===== src/rtl/rr_decoder_arbiter_if.sv =====
// Request/grant bundle between four requesters and the round-robin decoder arbiter.
// The master side issues requests; the arbiter (slave) returns decoder controls and grants.
interface rr_decoder_arbiter_if;
    logic [3:0] req;
    logic       address0;
    logic       address1;
    logic       enable;
    logic [3:0] grant;
    logic       busy;

    modport master (output req, input address0, address1, enable, grant, busy);
    modport slave  (input req, output address0, address1, enable, grant, busy);
endinterface


===== src/rtl/rr_decoder_arbiter.sv =====
// Round-robin arbiter driving a 2-to-4 decoder: registered address/enable plus matching one-hot grant.
// Owner holds until release, with optional forced hand-off after MAX_HOLD cycles of contention.
module rr_decoder_arbiter #(
    parameter int MAX_HOLD = 8
) (
    input  logic                 clk,
    input  logic                 reset_n,
    rr_decoder_arbiter_if.slave  bus
);

    localparam int CNT_W = (MAX_HOLD < 1) ? 1 : $clog2(MAX_HOLD + 1);
    localparam logic [CNT_W-1:0] HOLD_LIM = CNT_W'(MAX_HOLD);
    localparam logic [CNT_W-1:0] CNT_ONE  = CNT_W'(1);

    typedef enum logic {IDLE, OWNED} state_t;

    state_t           state_p0, state_nxt;
    logic [1:0]       owner_p0, owner_nxt;
    logic [1:0]       last_p0, last_nxt;
    logic [CNT_W-1:0] cnt_p0, cnt_nxt;
    logic             en_p0, en_nxt;
    logic [3:0]       grant_p0, grant_nxt;
    logic [3:0]       others;
    logic [2:0]       pick_idle;
    logic [2:0]       pick_hand;

    // Returns {found, index} of the first asserted request after 'start', wrapping 3->0.
    function automatic logic [2:0] rr_pick(input logic [1:0] start, input logic [3:0] r);
        logic [2:0] pick;
        logic [1:0] idx;
        pick = 3'b000;
        for (int k = 4; k >= 1; k--) begin
            idx = start + 2'(k);
            if (r[idx]) pick = {1'b1, idx};
        end
        return pick;
    endfunction

    always_comb begin
        state_nxt = state_p0;
        owner_nxt = owner_p0;
        last_nxt  = last_p0;
        cnt_nxt   = cnt_p0;
        others    = bus.req & ~(4'b0001 << owner_p0);
        pick_idle = rr_pick(last_p0, bus.req);
        pick_hand = rr_pick(owner_p0, others);
        case (state_p0)
            IDLE: begin
                if (pick_idle[2]) begin
                    state_nxt = OWNED;
                    owner_nxt = pick_idle[1:0];
                    cnt_nxt   = CNT_ONE;
                end
            end
            OWNED: begin
                // Release takes precedence over preemption; the owner's bit is already clear here.
                if (!bus.req[owner_p0]) begin
                    last_nxt = owner_p0;
                    if (pick_hand[2]) begin
                        owner_nxt = pick_hand[1:0];
                        cnt_nxt   = CNT_ONE;
                    end else begin
                        state_nxt = IDLE;
                    end
                end else if (MAX_HOLD != 0 && cnt_p0 == HOLD_LIM && pick_hand[2]) begin
                    last_nxt  = owner_p0;
                    owner_nxt = pick_hand[1:0];
                    cnt_nxt   = CNT_ONE;
                end else if (MAX_HOLD != 0 && cnt_p0 != HOLD_LIM) begin
                    cnt_nxt = cnt_p0 + CNT_ONE;
                end
            end
            default: state_nxt = IDLE;
        endcase
        en_nxt    = (state_nxt == OWNED);
        grant_nxt = en_nxt ? (4'b0001 << owner_nxt) : 4'b0000;
    end

    always_ff @(posedge clk) begin
        if (!reset_n) begin
            state_p0 <= IDLE;
            owner_p0 <= 2'd0;
            last_p0  <= 2'd3;
            cnt_p0   <= '0;
            en_p0    <= 1'b0;
            grant_p0 <= 4'b0000;
        end else begin
            state_p0 <= state_nxt;
            owner_p0 <= owner_nxt;
            last_p0  <= last_nxt;
            cnt_p0   <= cnt_nxt;
            en_p0    <= en_nxt;
            grant_p0 <= grant_nxt;
        end
    end

    assign bus.address0 = owner_p0[0];
    assign bus.address1 = owner_p0[1];
    assign bus.enable   = en_p0;
    assign bus.busy     = en_p0;
    assign bus.grant    = grant_p0;

endmodule


===== src/flat_wrapper.sv =====
// flat-port wrapper written by rule: the top's interface ports become plain ports
module rr_decoder_arbiter_flat 
#(
    parameter int MAX_HOLD = 8
)
  (clk, reset_n, bus_req, bus_address0, bus_address1, bus_enable, bus_grant, bus_busy);
  rr_decoder_arbiter_if bus_i ();
  input  logic clk;
  input  logic reset_n;
  input wire logic [$bits(bus_i.req)-1:0] bus_req;
  output wire logic [$bits(bus_i.address0)-1:0] bus_address0;
  output wire logic [$bits(bus_i.address1)-1:0] bus_address1;
  output wire logic [$bits(bus_i.enable)-1:0] bus_enable;
  output wire logic [$bits(bus_i.grant)-1:0] bus_grant;
  output wire logic [$bits(bus_i.busy)-1:0] bus_busy;
  assign bus_i.req = bus_req;
  assign bus_address0 = bus_i.address0;
  assign bus_address1 = bus_i.address1;
  assign bus_enable = bus_i.enable;
  assign bus_grant = bus_i.grant;
  assign bus_busy = bus_i.busy;
  rr_decoder_arbiter #(.MAX_HOLD(MAX_HOLD)) u_core (.clk(clk), .reset_n(reset_n), .bus(bus_i));
endmodule

===== config.mk =====
export PLATFORM = sky130hd
export DESIGN_NAME = rr_decoder_arbiter_flat
export DESIGN_NICKNAME = d
export VERILOG_FILES = /design/src/rtl/rr_decoder_arbiter_if.sv /design/src/rtl/rr_decoder_arbiter.sv /design/src/flat_wrapper.sv
export SDC_FILE = /design/constraint.sdc
export NUM_CORES = 1
export LEC_CHECK = 0
export BUFFER_PORTS_ARGS = -buffer_cell sky130_fd_sc_hd__buf_2
export CORE_MARGIN = 3
export CORE_UTILIZATION = 35
export CTS_BUF_LIST = sky130_fd_sc_hd__clkbuf_8 sky130_fd_sc_hd__clkbuf_16
export CTS_CLUSTER_DIAMETER = 120
export CTS_CLUSTER_SIZE = 28
export DETAILED_ROUTE_END_ITERATION = 8
export PLACE_DENSITY_LB_ADDON = 0.2
export SETUP_SLACK_MARGIN = 0.05
export SLEW_MARGIN = 10
export SYNTH_ARGS = -nofsm -noshare
export SYNTH_HDL_FRONTEND = slang
export SYNTH_SLANG_ARGS = --single-unit
export TNS_END_PERCENT = 20

===== constraint.sdc =====
create_clock -name clk -period 2.1 [get_ports clk]
set_input_delay 0.315 -clock clk [delete_from_list [all_inputs] [get_ports clk]]
set_output_delay 0.315 -clock clk [all_outputs]
set_load 0.005 [all_outputs]

Yosys cells after proc, flatten, opt, wreduce, memory -nomap -nowiden
Cells that the tools add are included.

Input bits: 6. Flip-flop bits (word level): 13. Output and inout bits: 8. Word-level logic and storage cells: 78.

Bitwise operators: 3. Mux-type cells: 43. Shift operators: 2. Order comparisons: 8. Reduce and logical (&&, ||, !) cells: 4. Equality and inequality tests: 6. $add $sub $neg: 7.

Operators with widths (number): $lt A2 B3 Y1 const B (8); $mux W3 (8); $mux W4 (5); $bmux W1 S2 (9); $mux W1 (12); $mux W2 (6); $add A2 B2 Y2 const B (4); $ne A4 B4 Y1 const B (2); $pmux W4 S2 (1); $shl A1 B2 Y4 const A (2); $add A2 B1 Y2 const B (2); $add A4 B1 Y4 const B (1); $and A4 B4 Y4 (1); $eq A4 B4 Y1 const B (1); $not A4 Y4 (1); $pmux W2 S2 (1); $reduce_and A2 Y1 (2); $ne A3 B3 Y1 const B (1); $reduce_and A3 Y1 (1); $ne A2 B1 Y1 const B (1); $ne A2 B2 Y1 const B (1); $pmux W1 S2 (1); $logic_and A1 B1 Y1 (1); $not A1 Y1 (1).

Longest topological paths before layout
Depth after elaboration: 14. Mapped depth: 9. Depth with buffers taken out: 8.

Worst setup path before layout
Ideal clock, no wire load.

Path type: flip-flop to flip-flop. Start: register u_core.owner_p0[0]. End: register u_core.grant_p0[0] (netlist: u_core.bus.grant[0]). Data required time: 1975 ps. Library setup time: 125 ps. Arrival time: 2169 ps. Buffers on the path: 1. Clock period less this slack: 2294 ps. Cell stages (with the launch flop): 8. Path slack: -194 ps. Path through: dfxtp_1 -> buf_6 -> mux4_2 -> and2_4 -> or3_1 -> o311a_1 -> o21ai_1 -> nor2_1.

Word-level cells in the longest chain between the ends: 14. Elaborated cells between the ends (all ways): 31. Those cells by class: 3 x add/sub; 2 x shift; 22 x mux; 2 x bitwise; 2 x reduce/logical.

Ends and longest elaborated chain: start: declaration (RTL line rr_decoder_arbiter.sv:18) `logic [1:0] owner_p0, owner_nxt;`; start signal: assignment (RTL line rr_decoder_arbiter.sv:89) `owner_p0 <= owner_nxt;`; $shl A1 B2 Y4 (RTL line rr_decoder_arbiter.sv:44) `others = bus.req & ~(4'b0001 << owner_p0);`; $not A4 Y4 (RTL line rr_decoder_arbiter.sv:44); $and A4 B4 Y4 (RTL line rr_decoder_arbiter.sv:44); $bmux W1 S2 (RTL line rr_decoder_arbiter.sv:34) `if (r[idx]) pick = {1'b1, idx};`; $mux W1 (implied by the code) (RTL line rr_decoder_arbiter.sv:34); $mux W3 (4 in series) (RTL line rr_decoder_arbiter.sv:34); $logic_and A1 B1 Y1 (RTL line rr_decoder_arbiter.sv:65) `end else if (MAX_HOLD != 0 && cnt_p0 == HOLD_LIM && pick_hand[2]) begin`; $mux W2 (RTL line rr_decoder_arbiter.sv:65); $mux W2 (RTL line rr_decoder_arbiter.sv:57) `if (!bus.req[owner_p0]) begin`; $pmux W2 S2 (RTL line rr_decoder_arbiter.sv:47) `case (state_p0)`; $shl A1 B2 Y4 (RTL line rr_decoder_arbiter.sv:76) `grant_nxt = en_nxt ? (4'b0001 << owner_nxt) : 4'b0000;`; end signal: assignment (RTL line rr_decoder_arbiter.sv:93) `grant_p0 <= grant_nxt;`; end: declaration (RTL line rr_decoder_arbiter.sv:22) `logic [3:0] grant_p0, grant_nxt;`.

Parallel ways exist; a longest one is shown, timed or not. The select of a mux whose other input is x is not followed. A chain may end at the register's enable or synchronous reset.

Worst setup path in the final report
Same ends and word-level chain as after synthesis.

==> flow_summary.toml <==
[logic_synthesis]
synth_area_per_cell_sq_um = 8.42
yosysSeqAreaShare_pct = 27.4
synthCells = 113
synth_area_sq_um = 951
synth_flop_cell = "dfxtp_1"
netlist.area_leader.share_pct = 27.4
ys_warn_count = 0
ys_top_cells_by_area = "dfxtp_1, ha_1, a21oi_1, nand2b_1, inv_1"
synthDistinctLibCells = 48
async_flop_share_pct = 0
ys_seq_elements = 13
synth_fp_nets = 125
synth-edff-count = 0
synth_top_area_cell = "dfxtp_1"

[die]
die_h_um = 58.1
core_sq_um = 2520
start_util_pct = 37.7
io_pins = 14
core.rowCount = 18
dieArea_sq_um = 3380
die_w_um = 58.1

[critical_path]
cp-end-kind = "flip-flop"
start_kind = "flip-flop"
r2r_slack_ns = 0.009
critPathSlowestCell = "mux4_2"
slowest_delay_ns = 0.55
crit_arrival_ns = 2.21
cp.required_ns = 2.22
path_class = "reg2reg"
cp_max_fo = 8
crit_chain = "mux4_2, and2_4, or3_1, o311a_1, o21ai_2, nor2_1"

[drt]
vias = 998
drt_pass1_iterations = 4
drc = 0
drt-total-wl_um = 2680
drtIter0Drc = 35
antenna_left = 0
routed_wire_length_per_instance_um = 14.6
avgViaCountPerCell = 5.45

[power_and_ir_drop]
powerDensity_nw_per_um2 = 633
vdd_drop_max_mv = 0.389
leakage_nw = 0.617

[grt]
grt_pass1_vias = 894
grt-ovfl-total = 0
grt_max_degree = 13
grt_pass1_wl_um = 4230
grt_usage_pct = 16.2
antenna_found_initial = 0

[sta]
relSlewSlack_pct = 60.6
post-route-period-util_pct = 99.6
fin_ws_ns = 0.00919
hold_viol = 0
finalCriticalPeriod_ns = 2.09
setup_tns_ns = 0
setup_viol = 0
slew_violations = 0
clock.fmax_mhz = 478
tightest_slew_ns = 0.590
fin_skew_ns = 0.00294
rsz0062_at_grt = "yes"

[clock_tree]
cts_root_buf = "clkbuf_8"
clk_pin_slew_ns = 0.06
h-tree-depth = 1
cts_tree = "done"
cts_buffer_depth = 2
cts_hold_buf = 0
cts_buffers = 3
clock_latency_ns = 0.24
cts.sinks = 13

[place]
dpl-instance-area_sq_um = 1230
gp_congestion = 0.994
place_inst = 176
portBuffers = 13
place_hpwl_um = 2000
dp_slack_ns = -0.147

[finish]
fin_area_sq_um = 1350
final_nets = 166
finish.utilization_pct = 53.6
stdcell_count = 183
n_fill_cell = 240
mostFrequentLayoutCells = "buf_4, buf_2, dfxtp_1"
n_antenna_cell = 0
final_common_cell = "buf_4"
syn_to_final_growth_pct = 42.2
drive_gt1_share_pct = 43.8

[worst_hold_path]
min_path_type = "in2reg"

[run_status]
status = "finished clean"

[flow_run]
cap_violations = 0
worst paths after layout:
check                   endpoint  cells after the start                from
max          u_core.bus.grant[0]                      6  u_core.owner_p0[0]
min            u_core.last_p0[0]                      2             reset_n
max reg2reg  u_core.bus.grant[0]                      6  u_core.owner_p0[0]
min reg2reg     u_core.cnt_p0[2]                      2    u_core.cnt_p0[2]
layer usage:
layer	track usage [%]	routed length, um	vias up
li1	-	-	501
met1	22.7	1280	469
met2	25.8	1270	26
met3	2.67	109	2
met4	3.97	8	0
met5	0	0	-
cells in the mapped netlist (2+ instances only):
cell type,instances
dfxtp_1,13
ha_1,6
nor2_1,7
nand3b_1,2
buf_2,2
a21oi_1,7
o221ai_1,2
o211ai_1,3
and3_1,4
nor3_1,4
nand2_1,7
and2b_2,2
inv_1,8
or2_2,2
o32ai_1,2
o21ai_0,4
mux2i_1,2
or3_1,2
nand2b_1,5
final cells by class:
class	count	area, sq um	share of cell area (%)
Inverter	8	35.0	2.59
Sequential cell	13	268	19.8
Tap cell	30	37.5	2.78
Timing Repair Buffer	41	288	21.3
Clock inverter	1	3.75	0.278
Multi-Input combinational cell	87	679	50.2
Clock buffer	3	41.3	3.05
logic make-up (layout without fill, tap and decap cells):
family                   Yosys count  count (layout)  synth area share (%)
XOR/XNOR                           1               1                 0.921
flip-flops                        13              13                  27.4
AND/OR/NAND/NOR                   44              44                  27.4
buffers and inverters             13              53                  6.58
AO/OA/AOI/OAI                     33              33                  25.4
multiplexers                       3               3                  4.47
adder cells (fa/ha/maj)            6               6                  7.89
registers in the layout, summed over array words and instances (netlist names):
name              count
u_core.cnt_p0         4
u_core.last_p0        2
u_core.state_p0       1
u_core.bus.grant      4
u_core.owner_p0       2
stage by stage:
stage | power, mW | hold WS, ns
after global routing | 0.914 | 0.316
after detailed placement | 0.599 | 0.477
final | 0.856 | 0.313
after CTS | 0.828 | 0.311
after global placement | 0.599 | 0.461
after floorplan | 0.474 | 0.404
power breakdown:
group | switching [mW] | leakage (nW) | internal [mW] | total (mW)
clock | 0.0870 | 0.0269 | 0.129 | 0.216
sequential | 0.0256 | 0.108 | 0.271 | 0.297
combinational | 0.158 | 0.482 | 0.184 | 0.343
critical path, delay by kind of cell (launching register included):
family,cells,cell delay (ns)
multiplexers,1,0.55
AND/OR/NAND/NOR,3,0.55
AO/OA/AOI/OAI,2,0.48
flip-flops,1,0.40
timing repair:
item,4_1_cts,5_1_grt
gates resized for setup,4,11
setup endpoints to repair,11,10
cloned,0,0
buffers inserted,1,2
pin swaps,4,10
Note: power is estimated with default switching activity, not from simulation.
